$ cat src/rtl/octal_rr_arbiter.sv
// Eight-way round-robin arbiter with registered one-hot grant, binary index and hold timeout.
// Optional owner lock is compiled in with ARB_LOCK_EN: it masks the timeout and freezes the hold counter.
module octal_rr_arbiter #(
  parameter int MAX_HOLD = 16,
  parameter int HOLD_W   = 8
) (
  input  logic       clk,
  input  logic       rst,
  input  logic [7:0] req,
  input  logic       done,
`ifdef ARB_LOCK_EN
  input  logic       lock,
`endif
  output logic [7:0] gnt,
  output logic [2:0] gnt_idx,
  output logic       gnt_valid,
  output logic       timeout
);

  localparam logic [1:0] ST_IDLE  = 2'd0;
  localparam logic [1:0] ST_GRANT = 2'd1;
  localparam logic [1:0] ST_GAP   = 2'd2;

  localparam logic              LP_TO_EN = (MAX_HOLD != 0);
  localparam logic [HOLD_W-1:0] LP_LAST  = HOLD_W'((MAX_HOLD == 0) ? 0 : MAX_HOLD - 1);

  logic [1:0]        r_state;
  logic [2:0]        r_ptr;
  logic [HOLD_W-1:0] r_hold;
  logic [7:0]        r_gnt;
  logic [2:0]        r_gnt_idx;
  logic              r_timeout;

  logic [2:0] w_sel;
  logic       w_found;
  logic       w_lock;
  logic       w_rel_done;
  logic       w_rel_req;
  logic       w_rel_tmo;
  logic       w_release;

  function automatic logic [HOLD_W-1:0] sat_inc(input logic [HOLD_W-1:0] v);
    return (&v) ? v : v + 1'b1;
  endfunction

`ifdef ARB_LOCK_EN
  assign w_lock = lock;
`else
  assign w_lock = 1'b0;
`endif

  // Rotating priority search: first requester at or after r_ptr, wrapping mod 8.
  always_comb begin
    logic [2:0] cand;
    w_sel   = 3'd0;
    w_found = 1'b0;
    for (int k = 0; k < 8; k++) begin
      cand = r_ptr + 3'(k);
      if (!w_found && req[cand]) begin
        w_sel   = cand;
        w_found = 1'b1;
      end
    end
  end

  assign w_rel_done = done;
  assign w_rel_req  = ~req[r_gnt_idx];
  assign w_rel_tmo  = LP_TO_EN && !w_lock && (r_hold == LP_LAST);
  assign w_release  = w_rel_done | w_rel_req | w_rel_tmo;

  always_ff @(posedge clk) begin
    if (rst) begin
      r_state   <= ST_IDLE;
      r_ptr     <= 3'd0;
      r_hold    <= '0;
      r_gnt     <= 8'd0;
      r_gnt_idx <= 3'd0;
      r_timeout <= 1'b0;
    end else begin
      r_timeout <= 1'b0;
      case (r_state)
        ST_IDLE: begin
          if (w_found) begin
            r_gnt     <= 8'd1 << w_sel;
            r_gnt_idx <= w_sel;
            r_hold    <= '0;
            r_state   <= ST_GRANT;
          end
        end
        ST_GRANT: begin
          if (w_release) begin
            r_gnt     <= 8'd0;
            r_gnt_idx <= 3'd0;
            r_ptr     <= r_gnt_idx + 3'd1;
            r_state   <= ST_GAP;
            // A timeout is only reported when the owner neither finished nor withdrew.
            r_timeout <= w_rel_tmo & ~w_rel_done & ~w_rel_req;
          end else if (!w_lock) begin
            r_hold <= sat_inc(r_hold);
          end
        end
        ST_GAP: begin
          r_state <= ST_IDLE;
        end
        default: begin
          r_state <= ST_IDLE;
        end
      endcase
    end
  end

  assign gnt       = r_gnt;
  assign gnt_idx   = r_gnt_idx;
  assign gnt_valid = |r_gnt;
  assign timeout   = r_timeout;

endmodule

$ cat config.mk
export PLATFORM = sky130hd
export DESIGN_NAME = octal_rr_arbiter
export DESIGN_NICKNAME = d
export VERILOG_FILES = /design/src/rtl/octal_rr_arbiter.sv
export SDC_FILE = /design/constraint.sdc
export NUM_CORES = 1
export LEC_CHECK = 0
export ABC_AREA = 1
export CAP_MARGIN = 40
export CORE_MARGIN = 2
export CORE_UTILIZATION = 61
export CTS_CLUSTER_SIZE = 24
export DETAILED_ROUTE_END_ITERATION = 10
export GPL_TIMING_DRIVEN = 0
export MAX_ROUTING_LAYER = met4
export PLACE_DENSITY = 0.93
export RECOVER_POWER = 100
export SLEW_MARGIN = 20
export SYNTH_ARGS = -nofsm -noshare
export SYNTH_HDL_FRONTEND = slang
export SYNTH_SLANG_ARGS = --single-unit
$ cat constraint.sdc
create_clock -name clk -period 5.51 [get_ports clk]
set_input_delay 1.102 -clock clk [delete_from_list [all_inputs] [get_ports clk]]
set_output_delay 1.102 -clock clk [all_outputs]
set_load 0.05 [all_outputs]
## After elaboration in Yosys (flattened, before gate mapping)

Index checks and enable logic that the tools add are counted.
Widths: inputs -> output; s select.

| operators by class | value |
|---|---|
| reductions and logical operators | 23 |
| mux-type cells | 47 |
| order comparisons | 9 |
| add/sub/neg operators | 9 |
| equality and inequality tests | 6 |
| bitwise logic cells | 8 |
| shift-type cells | 1 |

Operator list:

| cell | number |
|---|---|
| $mux 8 | 5 |
| $lt 3x4->1 const B | 9 |
| $pmux 8 s2 | 2 |
| $mux 3 | 10 |
| $bmux 1 s3 | 9 |
| $mux 1 | 17 |
| $add 3x3->3 const B | 4 |
| $add 8x1->8 const B | 1 |
| $eq 8x4->1 const B | 1 |
| $ne 2x2->1 const B | 4 |
| $reduce_and 8->1 | 1 |
| $reduce_or 8->1 | 1 |
| $shl 1x3->8 const A | 1 |
| $logic_and 1x1->1 | 7 |
| $logic_not 1->1 | 7 |
| $add 3x1->3 const B | 2 |
| $add 3x2->3 const B | 2 |
| $pmux 3 s2 | 1 |
| $mux 2 | 2 |
| $not 1->1 | 4 |
| $pmux 2 s2 | 1 |
| $reduce_and 2->1 | 2 |
| $reduce_and 4->1 | 1 |
| $reduce_and 3->1 | 1 |
| other kinds (6) | 8 |

| storage, ports and cells | value |
|---|---|
| bits in registers | 25 |
| output and inout bits | 13 |
| bits of input ports | 11 |

## Longest topological paths before layout

Gate-level depths: netlist of run 1.

| depth | value |
|---|---|
| depth in word-level cells | 27 |
| gate-level depth with buffers | 20 |

## Worst setup path before layout of run 1

Ideal clock, no wire load.

| path | value |
|---|---|
| kind | input to register |
| start point | input port req[4] |
| end point | register r_hold[3] |
| stages | 14 |
| buffers on the path | 0 |
| setup time | 0.064 ns |
| data arrival time | 2.442 ns |
| setup slack | 3.004 ns |
| cells stage by stage | nor2_1 -> nor2_1 -> o21ai_0 -> nand2_1 -> nand2_1 -> a21oi_1 -> nand2_1 -> nand2_1 -> o21ai_0 -> nor2_1 -> nand2_2 -> o21ai_0 -> nand3_1 -> nor2_1 |

| between the ends | value |
|---|---|
| longest elaborated chain between the ends | 26 |
| elaborated cells on any way between the ends | 46 |

RTL lines:

| what | line | text |
|---|---|---|
| from (decl) | 9 | `input logic [7:0] req,` |
| $bmux 1 s3 | 59 | `if (!w_found && req[cand]) begin` |
| $mux 1 (implied by the code) | 59 |  |
| $mux 1 | 59 |  |
| $logic_not 1->1 | 59 |  |
| $logic_and 1x1->1 | 59 |  |
| $mux 1 | 59 |  |
| $logic_not 1->1 | 59 |  |
| $logic_and 1x1->1 | 59 |  |
| [10 not listed] | n/a |  |
| $logic_not 1->1 | 59 |  |
| $logic_and 1x1->1 | 59 |  |
| $mux 1 | 59 |  |
| $logic_not 1->1 | 59 |  |
| $logic_and 1x1->1 | 59 |  |
| $mux 1 | 59 |  |
| $ne 2x2->1 (no line) | n/a |  |
| $reduce_and 4->1 (no line) (*) | n/a |  |
| to (signal assigned) | 99 | `r_hold <= sat_inc(r_hold);` |
| to (decl) | 29 | `logic [HOLD_W-1:0] r_hold;` |

Mark *: on every way between the ends. The rest lies on a longest branch, timed or not. The select of a mux whose other input is x is not followed.
A chain may end at the register's enable or synchronous reset.

## Worst setup path after layout of run 1

| path | value |
|---|---|
| start point | register r_ptr[0] |
| end point | register r_hold[0] |

| between the ends | value |
|---|---|
| longest elaborated chain between the ends | 26 |
| elaborated cells on any way between the ends | 47 |

RTL lines:

| what | line | text |
|---|---|---|
| from (decl) | 28 | `logic [2:0] r_ptr;` |
| from (signal assigned) | 94 | `r_ptr <= r_gnt_idx + 3'd1;` |
| parallel branches: the longest is 23 deep, another holds $add 3x1->3 | n/a |  |
| $mux 1 (*) | 59 |  |
| $ne 2x2->1 (no line) (*) | n/a |  |
| $reduce_and 4->1 (no line) (*) | n/a |  |

Mark *: on every way between the ends. The select of a mux whose other input is x is not followed.

==> results.md, run 1 <==
- Crit path kind: register to register
- Critical path endpoint: r_hold[0]$_SDFFE_PP0P_
- Asr flop ratio synth: 0
- Clock Sinks: 25
- Reg clk slew, reported paths: ~0.15 ns
- Die area: a little under 0.004 mm^2
- P_leak: 1.031 nW
- Area leader, netlist: dfxtp_1
- Die Wd: 62.67 um
- Final antenna diode count: 0
- Clk_skew: 0.01341 ns
- Most frequent cell after synthesis: nand2_1
- Final setup fails: 0
- P per Cell Area: 565.4 mW/mm^2
- DR WL/cell: between 10 and 15 um
- Setup WS post-layout: 1.464 ns
- WP data arrival: ~4.3 ns
- CP startpoint: r_ptr[0]$_SDFFE_PP0P_
- I/O Buffers: 23
- Number of CTS-inserted buffers: 3
- Post-synth top cells: nand2_1, nand3_1, nor2_1
- Min Tclk post-route: 4.046 ns
- Detailed Route WL: approximately 4.9 mm
- Synth Net Count: ~320
- Synth Flop Type: dfxtp_1
- Ys Warns: 0
- Area of the multi-input gates: 0.001356 mm^2
- Unique masters post-synth: 39
- Syn avg cell area: 6.839 um^2
- CP max FO: 10
- Post-synthesis sequential area ratio: 0.2384
- Initial Util: 0.6342
- Gpl congestion: between 0.9 and 1
- Router iterations before antenna repair: 5
- Peak VDD IR: between 0.4 and 0.5 mV
- Worst Reg-to-Reg Cells: 15
- Fin crit share: 0.7342
- CTS resizes: 0
- Worst-skew pair later-pin latency: 0.33 ns
- Via Count: 2131
- Share of post-route cells with drive strength above 1: 0.1737
- Post-DP Area: 0.002387 mm^2
- Antenna viol nets, final: 0
- H-tree depth: 1
- Number of filler cells placed in the layout: roughly 290
- Hold/Removal Path Class: register to register
- Drt drc: 0
- Row count: 21
- Register area: 500.5 um^2
- Post-CTS Repair Setup Buffers: 0
- Synthesized area: 0.002100 mm^2
- Number of enable flip-flop cells after synthesis: 0
- Total negative slack: 0 ns
- Post-DP HPWL: 3.873 mm
- Flop-to-flop setup slack: around 1.5 ns
- Final Hold Fails: 0
- Final hold slack: 0.5134 ns
- Top area cells in the synthesized netlist: dfxtp_1, nand2_1, nand3_1
- Post-Syn Instances: 307
- Die Span Y: 62.67 um
- Startpoint types: register
- Fin cells: 380
- Slew @ Worst Pin: 0.5281 ns
- #FFs+latches synth: 25
- CTS max path bufs: 2
- Max-cap violations: 0
- RSZ-0062 raised after global routing: false
- Top cell type's share of synthesized area: 0.2384
- Fmax: 247.2 MHz
- Pre-CTS WS: 2.110 ns
- Initial antenna violation count: 0
- Clock root buffer: clkbuf_4
- GRT Util Overall: 0.2744
- Post-DR vias/cell: between 5 and 6
- Critical Path Sink Type: register
- Rel. slew slack: 0.6468
- Core area: 0.003311 mm^2
- Status: finished, final reports clean
- DRT iter0 DRCs: 188
- Pins Over Slew Limit: 0
- # nets final: 350
- Reg2reg end: r_hold[0]$_SDFFE_PP0P_
- First-pass GRT wire length: a little under 9 mm
- CTS Hold Bufs: 0
- Final instance area: 0.002367 mm^2
- Reg2reg start: r_ptr[0]$_SDFFE_PP0P_
- Placed instance count: 376
- Critical path required time: 5.76 ns
- Grt total ovfl: 0
- Num ports: 24
- Syn-to-layout area delta: 12.75%
- CTS tree: done
- Vias in the first global route: 1999
- Largest net degree at the start of global routing: 16
## worst max-delay path, cell delays in order (launching register included)
cell and delay [ns]:
dfxtp_1 0.35, clkbuf_1 0.34, clkinvlp_2 0.36, buf_12 0.24, ha_1 0.42, inv_1 0.29, nand3_1 0.22, nand3_1 0.18
nand2_2 0.08, nor2_1 0.28, nand4_4 0.10, nor2_1 0.36, nand4_1 0.13, nand2_1 0.30, inv_4 0.10, o211a_1 0.21
## worst min path at each step
stage / startpoint / cells after the start / to
6_report: gnt[0]$_SDFFE_PP0P_ / 2 / gnt[0]$_SDFFE_PP0P_
5_1_grt: gnt[0]$_SDFFE_PP0P_ / 2 / gnt[0]$_SDFFE_PP0P_
4_1_cts: gnt[0]$_SDFFE_PP0P_ / 2 / gnt[0]$_SDFFE_PP0P_
3_5_place_dp: r_hold[7]$_SDFFE_PP0P_ / 2 / r_hold[7]$_SDFFE_PP0P_
3_3_place_gp: r_hold[7]$_SDFFE_PP0P_ / 2 / r_hold[7]$_SDFFE_PP0P_
2_1_floorplan: r_hold[7]$_SDFFE_PP0P_ / 2 / r_hold[7]$_SDFFE_PP0P_
## area by class of cell
type                            instances  area share
Clock buffer                            3    0.009514
Multi-Input combinational cell        241      0.5729
Tap cell                               46     0.02431
Sequential cell                        25      0.2114
Timing Repair Buffer                   23     0.09725
Buffer                                  8     0.02748
Clock inverter                          1    0.003171
Inverter                               33     0.05391
## power by group
| group | switching (mW) | total [mW] | internal [mW] | leakage (nW) |
|---|---|---|---|---|
| Combinational | 0.694 | 1.00 | 0.306 | 0.814 |
| Clock | 0.0573 | 0.0851 | 0.0278 | 0.0139 |
| Sequential | 0.0359 | 0.253 | 0.217 | 0.203 |
| Total | 0.787 | 1.34 | 0.551 | 1.03 |
## metrics by stage
step / util / power (mW)
6_report: 0.7150 / 1.338
5_1_grt: 0.7150 / 1.450
4_1_cts: 0.7302 / 1.373
3_5_place_dp: 0.7211 / 1.281
3_3_place_gp: 0.7211 / 1.255
2_1_floorplan: - / 1.060
## kinds of logic after synthesis
logic type,synth area share
AO/OA/AOI/OAI,0.1079
buffers and inverters,0.09714
AND/OR/NAND/NOR,0.4791
adder cells (fa/ha/maj),0.02384
flip-flops,0.2384
XOR/XNOR,0.05364
## flip-flops by register name (all words and copies together) (netlist names)
name and cells:
gnt 8, r_hold 8, gnt_idx 3, r_ptr 3, r_state 2, timeout 1
## metal layers
layer,vias to the layer above,global-route usage,routed length (um)
met4,0,0.09167,62
met2,80,0.4852,2479
met5,-,-,0
li1,1067,-,-
met1,974,0.3356,2148
met3,10,0.01261,236
## placed cells by master (no fill, tap or decap), types with 2 or more instances in the layout
master | synthesis | routed
nor4_1 | 2 | 2
xor2_1 | 4 | 4
clkbuf_4 | 0 | 3
dfxtp_1 | 25 | 25
nand2_2 | 11 | 9
dlygate4sd3_1 | 0 | 14
nor3_1 | 3 | 3
a21oi_1 | 18 | 18
nand4_1 | 8 | 8
ha_1 | 4 | 4
nand3_2 | 14 | 12
a21oi_2 | 2 | 2
inv_2 | 8 | 8
clkdlybuf4s50_1 | 0 | 9
buf_6 | 3 | 2
xnor2_1 | 2 | 2
xor2_2 | 2 | 2
inv_1 | 23 | 23
nand3_1 | 40 | 42
or2_2 | 2 | 2
nand2_1 | 59 | 61
nor2_1 | 37 | 39
clkbuf_1 | 3 | 4
nand2_4 | 5 | 5
o21ai_0 | 12 | 12
nor2_2 | 3 | 3
(Power assumes the default switching activity.)
==> run 2, diff against run 1 <==
--- a/config.mk
+++ b/config.mk
@@ -8,12 +8,12 @@
 export ABC_AREA = 1
 export CAP_MARGIN = 40
 export CORE_MARGIN = 2
-export CORE_UTILIZATION = 61
+export CORE_UTILIZATION = 56
 export CTS_CLUSTER_SIZE = 24
 export DETAILED_ROUTE_END_ITERATION = 10
 export GPL_TIMING_DRIVEN = 0
 export MAX_ROUTING_LAYER = met4
-export PLACE_DENSITY = 0.93
+export PLACE_DENSITY = 0.87
 export RECOVER_POWER = 100
 export SLEW_MARGIN = 20
 export SYNTH_ARGS = -nofsm -noshare
==> constraint.sdc (replaced) <==
create_clock -name clk -period 3.75 [get_ports clk]
set_input_delay 0.75 -clock clk [delete_from_list [all_inputs] [get_ports clk]]
set_output_delay 0.75 -clock clk [all_outputs]
set_load 0.05 [all_outputs]
==> results.md, run 2 (synthesis gave the netlist of run 1 again) <==
- Status: finished, final reports clean
- P_leak: 1.060 nW (+2.8%)
- DR WL/cell: 12.55 um (-3.1%)
- Final setup fails: 0 (unchanged)
- Num ports: 24 (unchanged)
- Die area: 0.004255 mm^2 (+8.4%)
- Max-cap violations: 0 (unchanged)
- CP top delay family: simple AND/OR/NAND/NOR gates
- I/O Buffers: 23 (unchanged)
- Share of post-route cells with drive strength above 1: 0.1677 (-0.005988)
- CTS tree: done
- Antenna viol nets, final: 0 (unchanged)
- Worst path cell trace: buf_6 > inv_6 > buf_12 > ha_1 > inv_1 > nand3_1 > nand3_1 > nand2_1 > nor2_4 > nand4_1 > nor2_8 > nand4_1 > nand2_1 > inv_4 > o211a_1
- Number of CTS-inserted buffers: 3 (unchanged)
- Rel. slew slack: 0.6606 (+0.01383)
- Clk_skew: 0.006106 ns (-0.007308 ns)
- Post-DP Area: 0.002390 mm^2 (+0.10%)
- Utilization after layout: 0.6591 (-0.05595)
- Critical path buffers and inverters: 5 (unchanged)
- Drt drc: 0 (unchanged)
- Initial antenna violation count: 0 (unchanged)
- Die Wd: 65.23 um (+4.1%)
- Worst-skew pair later-pin latency: 0.27 ns (-0.06 ns)
- Fmax: 313.9 MHz (+27%)
- Final instance area: 0.002395 mm^2 (+1.2%)
- # nets final: 350 (unchanged)
- Die Span Y: 65.23 um (+4.1%)
- Critical Path Sink Type: register
- H-tree depth: 1 (unchanged)
- Clock Sinks: 25 (unchanged)
- Number of filler cells placed in the layout: 322 (+11%)
- Pre-CTS WS: 0.7007 ns (-1.410 ns)
- Total negative slack: 0 ns (unchanged)
- Largest net degree at the start of global routing: 15 (-1)
- Final Hold Fails: 0 (unchanged)
- Detailed Route WL: 4.796 mm (-2.6%)
- Critical path required time: 3.93 ns (-1.83 ns)
- CP max-delay cell: ha_1
- Most common cell after layout, fill and taps aside: nand2_1
- Post-CTS Repair Setup Buffers: 0 (unchanged)
- Crit path kind: register to register
- Via Count: 2081 (-2.3%)
- CTS Hold Bufs: 0 (unchanged)
- Final hold slack: 0.4900 ns (-0.02341 ns)
- DRT iter0 DRCs: 162 (-14%)
- Startpoint types: register
- WP data arrival: 3.36 ns (-0.93 ns)
- Setup WS post-layout: 0.5642 ns (-0.9002 ns)
- Syn-to-layout area delta: 14.06%
- Initial Util: 0.5778 (-0.05634)
- Most frequent cells in the layout: nand2_1, nand3_1, nor2_1, dfxtp_1, inv_1
- Largest stage delay, worst path: 0.42 ns (about the same)
- Grt total ovfl: 0 (unchanged)
- Router iterations before antenna repair: 4 (-1)
- Final antenna diode count: 0 (unchanged)
- Pins Over Slew Limit: 0 (unchanged)
- First-pass GRT wire length: 8.259 mm (-4.8%)
- Hold/Removal Path Class: register to register
- Core area: 0.003633 mm^2 (+9.8%)
- Row count: 22 (+4.8%)
- CTS resizes: 0 (unchanged)
- Reg clk slew, reported paths: 0.09 ns (-0.06 ns)
- Post-DR vias/cell: 5.448 (-2.9%)
- Post-DP HPWL: 3.790 mm (-2.1%)
- Clock root buffer: clkbuf_8
- GRT Util Overall: 0.2489 (-0.02549)
- Fin crit share: 0.8496 (+0.1153)
- Slew @ Worst Pin: 0.5074 ns (-0.02068 ns)
- P per Cell Area: 830.4 mW/mm^2 (+47%)
- Gpl congestion: 0.9078 (-2.7%)
- Vias in the first global route: 1892 (-5.4%)
- CP max FO: 10 (unchanged)
- RSZ-0062 raised after global routing: false
- Min Tclk post-route: 3.186 ns (-0.8598 ns)
- Peak VDD IR: 0.7808 mV (+59%)
- CTS max path bufs: 2 (unchanged)
==> run 2: where the power goes <==
part | leakage [nW] | total [mW] | internal, mW | switching (mW)
registers | 0.203 | 0.370 | 0.319 | 0.0506
logic | 0.832 | 1.46 | 0.455 | 1.00
clock network | 0.0255 | 0.159 | 0.0744 | 0.0849
==> run 2: layout make-up <==
type / count / area (um^2) / share of cell area
inverter: 33 / 131.4 / 0.05486
clock inverter: 1 / 5.005 / 0.002090
clock buffer: 3 / 41.29 / 0.01724
buffer: 8 / 72.57 / 0.03030
timing repair buffer: 23 / 230.2 / 0.09613
sequential: 25 / 500.5 / 0.2090
tap: 48 / 60.06 / 0.02508
multi-input combinational: 241 / 1354 / 0.5653
==> run 2: worst register-to-register path: cells and delay by family (launching register included) <==
| family | cells | cell delay [ns] |
|---|---|---|
| DFF | 1 | 0.35 |
| and+or+nand+nor | 8 | 1.38 |
| adders and majority gates | 1 | 0.42 |
| AOI/OAI and AO/OA | 1 | 0.21 |
| buffers and inverters | 5 | 0.72 |
==> run 2: path summary, 6_finish.rpt <==
path,start,to,slack (ns),depth (start not counted)
setup / recovery,r_ptr[0]$_SDFFE_PP0P_,r_hold[0]$_SDFFE_PP0P_,0.56,15
hold / removal,r_hold[7]$_SDFFE_PP0P_,r_hold[7]$_SDFFE_PP0P_,0.49,2
setup reg to reg,r_ptr[0]$_SDFFE_PP0P_,r_hold[0]$_SDFFE_PP0P_,0.56,15
hold reg to reg,r_hold[7]$_SDFFE_PP0P_,r_hold[7]$_SDFFE_PP0P_,0.49,2
==> run 2: stage by stage <==
stage               power [mW]  instances
floorplan                1.557        307
CTS                      2.043        382
global placement         1.848        378
global route             2.154        382
detailed placement       1.881        378
finish                   1.989        382
==> run 2: per-layer routing <==
layer,vias to the layer above,global-route usage,part of all wire
li1,1066,-,-
met2,62,0.4171,0.47
met3,15,0.03253,0.041
met5,-,-,0
met1,938,0.3034,0.46
met4,0,0.1016,0.025
==> run 3, diff against run 2 <==
--- a/config.mk
+++ b/config.mk
@@ -8,12 +8,12 @@
 export ABC_AREA = 1
 export CAP_MARGIN = 40
 export CORE_MARGIN = 2
-export CORE_UTILIZATION = 56
+export CORE_UTILIZATION = 51
 export CTS_CLUSTER_SIZE = 24
 export DETAILED_ROUTE_END_ITERATION = 10
 export GPL_TIMING_DRIVEN = 0
 export MAX_ROUTING_LAYER = met4
-export PLACE_DENSITY = 0.87
+export PLACE_DENSITY = 0.83
 export RECOVER_POWER = 100
 export SLEW_MARGIN = 20
 export SYNTH_ARGS = -nofsm -noshare
==> constraint.sdc (replaced) <==
create_clock -name clk -period 2.7 [get_ports clk]
set_input_delay 0.54 -clock clk [delete_from_list [all_inputs] [get_ports clk]]
set_output_delay 0.54 -clock clk [all_outputs]
set_load 0.05 [all_outputs]
==> results.md, run 3 (synthesis gave the netlist of run 1 again) <==
- Fin crit share: 0.9359 (+0.08639)
- CP max-delay cell: dfxtp_2
- DRT iter0 DRCs: 119 (-27%)
- Clock Sinks: 25 (unchanged)
- Critical Path Sink Type: register
- Min Tclk post-route: 2.527 ns (-0.6588 ns)
- Critical path buffers and inverters: 6 (+1)
- Final Hold Fails: 0 (unchanged)
- Register area: 501.7 um^2 (+0.25%)
- Via Count: 2117 (+1.7%)
- # nets final: 350 (unchanged)
- Rel. slew slack: 0.6562 (-0.004409)
- Post-DR vias/cell: 5.513 (+1.2%)
- Final antenna diode count: 0 (unchanged)
- Core area: 0.003971 mm^2 (+9.3%)
- Reg2reg start: r_ptr[0]$_SDFFE_PP0P_
- Fmax: 395.7 MHz (+26%)
- Antenna viol nets, final: 0 (unchanged)
- Die area: 0.004646 mm^2 (+9.2%)
- P per Cell Area: 1165 mW/mm^2 (+40%)
- Largest net degree at the start of global routing: 16 (+1)
- Grt total ovfl: 0 (unchanged)
- Pwr Total: 2.870 mW (+44%)
- Worst path cell trace: buf_6 > inv_6 > buf_12 > ha_4 > inv_6 > nand3_1 > nand2_1 > nand2_1 > nand2_2 > inv_2 > nor2_4 > nand4_1 > nand2_1 > nand2_1 > nand2_2 > inv_2 > nor2_2 > nand2_1 > a21oi_2
- Peak VDD IR: 0.8060 mV (+3.2%)
- Clock root buffer: clkbuf_8
- Pre-CTS WS: -0.1937 ns (-0.8944 ns)
- CTS tree: done
- CTS Hold Bufs: 0 (unchanged)
- Detailed Route WL: 4.870 mm (+1.5%)
- P_leak: 1.070 nW (+0.93%)
- Flop-to-flop setup slack: 0.17 ns (-0.39 ns)
- WP data arrival: 2.73 ns (-0.63 ns)
- Slew @ Worst Pin: 0.5140 ns (+0.006590 ns)
- Die Span Y: 68.16 um (+4.5%)
- Worst-skew pair later-pin latency: 0.27 ns (about the same)
- Pins Over Slew Limit: 0 (unchanged)
- CP Depth: 19 (+4)
- Largest stage delay, worst path: 0.34 ns (-0.08 ns)
- Reg clk slew, reported paths: 0.09 ns (about the same)
- Status: finished, final reports clean
- Final setup fails: 0 (unchanged)
- I/O Buffers: 23 (unchanged)
- Number of CTS-inserted buffers: 3 (unchanged)
- Num ports: 24 (unchanged)
- CP top delay family: simple AND/OR/NAND/NOR gates
- Clk_skew: 0.006977 ns (+0.0008704 ns)
- Initial Util: 0.5287 (-0.04915)
- Number of filler cells placed in the layout: 365 (+13%)
- Most frequent cells in the layout: nand2_1, nand3_1, nor2_1, dfxtp_1, inv_1
- Hold/Removal Path Class: register to register
- Initial antenna violation count: 0 (unchanged)
- Share of post-route cells with drive strength above 1: 0.2126 (+0.04491)
- Router iterations before antenna repair: 5 (+1)
- Reg2reg end: gnt[1]$_SDFFE_PP0P_
- Gpl congestion: 0.8717 (-4.0%)
- Most common cell after layout, fill and taps aside: nand2_1
- CP max FO: 10 (unchanged)
- Worst Reg-to-Reg Cells: 19 (+4)
- H-tree depth: 1 (unchanged)
- Critical path required time: 2.91 ns (-1.02 ns)
- Drt drc: 0 (unchanged)
- Startpoint types: register
- CTS max path bufs: 2 (unchanged)
- CP most frequent cell: nand2_1
- CP startpoint: r_ptr[0]$_SDFFE_PP0P_
- Post-CTS Repair Setup Buffers: 0 (unchanged)
- Setup WS post-layout: 0.1730 ns (-0.3912 ns)
- Vias in the first global route: 1878 (-0.74%)
- Max-cap violations: 0 (unchanged)
- GRT Util Overall: 0.2302 (-0.01869)
- Die Wd: 68.16 um (+4.5%)
- First-pass GRT wire length: 8.093 mm (-2.0%)
- Syn-to-layout area delta: 17.40%
- Crit path kind: register to register
- Row count: 23 (+4.5%)
- Post-DP HPWL: 3.785 mm (-0.13%)
- Area of the multi-input gates: 0.001416 mm^2 (+4.6%)
- Critical path endpoint: gnt[1]$_SDFFE_PP0P_
- DR WL/cell: 12.68 um (+1.0%)
==> run 3: cell count changes in the layout (fill, tap and decap cells not counted), sizes merged <==
cell / before / now
clkdlybuf4s50: 9 / 10
clkinvlp: 0 / 1
dlygate4sd3: 14 / 13
clkinv: 1 / 0
==> run 3: repair_timing <==
action,in CTS,in global routing
gates cloned,0,0
setup endpoints to repair,20,19
gates resized for setup,3,6
==> run 3: cell type report <==
class | instances | area share
multi-input combinational | 241 | 0.5746
sequential | 25 | 0.2036
timing repair buffer | 23 | 0.09340
inverter | 33 | 0.05533
buffer | 8 | 0.02792
tap | 50 | 0.02538
clock buffer | 3 | 0.01675
clock inverter | 1 | 0.003046
==> run 3: routing by layer <==
| metal | part of all wire | global-route usage |
|---|---|---|
| met5 | 0 | - |
| met4 | 0.016 | 0.07250 |
| met3 | 0.044 | 0.01974 |
| met2 | 0.49 | 0.4053 |
| met1 | 0.45 | 0.2771 |
==> run 3: worst min-delay path by stage <==
stage	start	end	slack, ns	depth (start not counted)
floorplan	r_hold[7]$_SDFFE_PP0P_	r_hold[7]$_SDFFE_PP0P_	0.46	2
global route	r_hold[7]$_SDFFE_PP0P_	r_hold[7]$_SDFFE_PP0P_	0.52	2
CTS	r_hold[7]$_SDFFE_PP0P_	r_hold[7]$_SDFFE_PP0P_	0.49	2
detailed placement	r_hold[7]$_SDFFE_PP0P_	r_hold[7]$_SDFFE_PP0P_	0.47	2
finish	r_hold[7]$_SDFFE_PP0P_	r_hold[7]$_SDFFE_PP0P_	0.49	2
global placement	r_hold[7]$_SDFFE_PP0P_	r_hold[7]$_SDFFE_PP0P_	0.47	2
==> run 3: stage by stage <==
stage,setup TNS [ns],instances,util,cell area [um^2],hold WS [ns]
finish,0,384,0.6207,2465,0.4894
global route,-0.02829,384,0.6207,2465,0.5215
CTS,0,384,0.6159,2446,0.4872
detailed placement,-2.790,380,0.6024,2392,0.4746
global placement,-1.687,380,0.6024,2392,0.4719
floorplan,0,307,-,2100,0.4586
==> run 3: power breakdown <==
group,switching [mW],internal [mW]
logic,1.45,0.676
clock network,0.126,0.105
registers,0.0700,0.445
total,1.65,1.23
==> run 3: worst register-to-register path, delay by kind of cell, from the launching register on <==
kind / cells / cell delay [ns]
buffers and inverters: 6 / 0.55
flip-flops: 1 / 0.34
AO/OA/AOI/OAI: 1 / 0.13
AND/OR/NAND/NOR: 11 / 1.15
adder cells (fa/ha/maj): 1 / 0.30
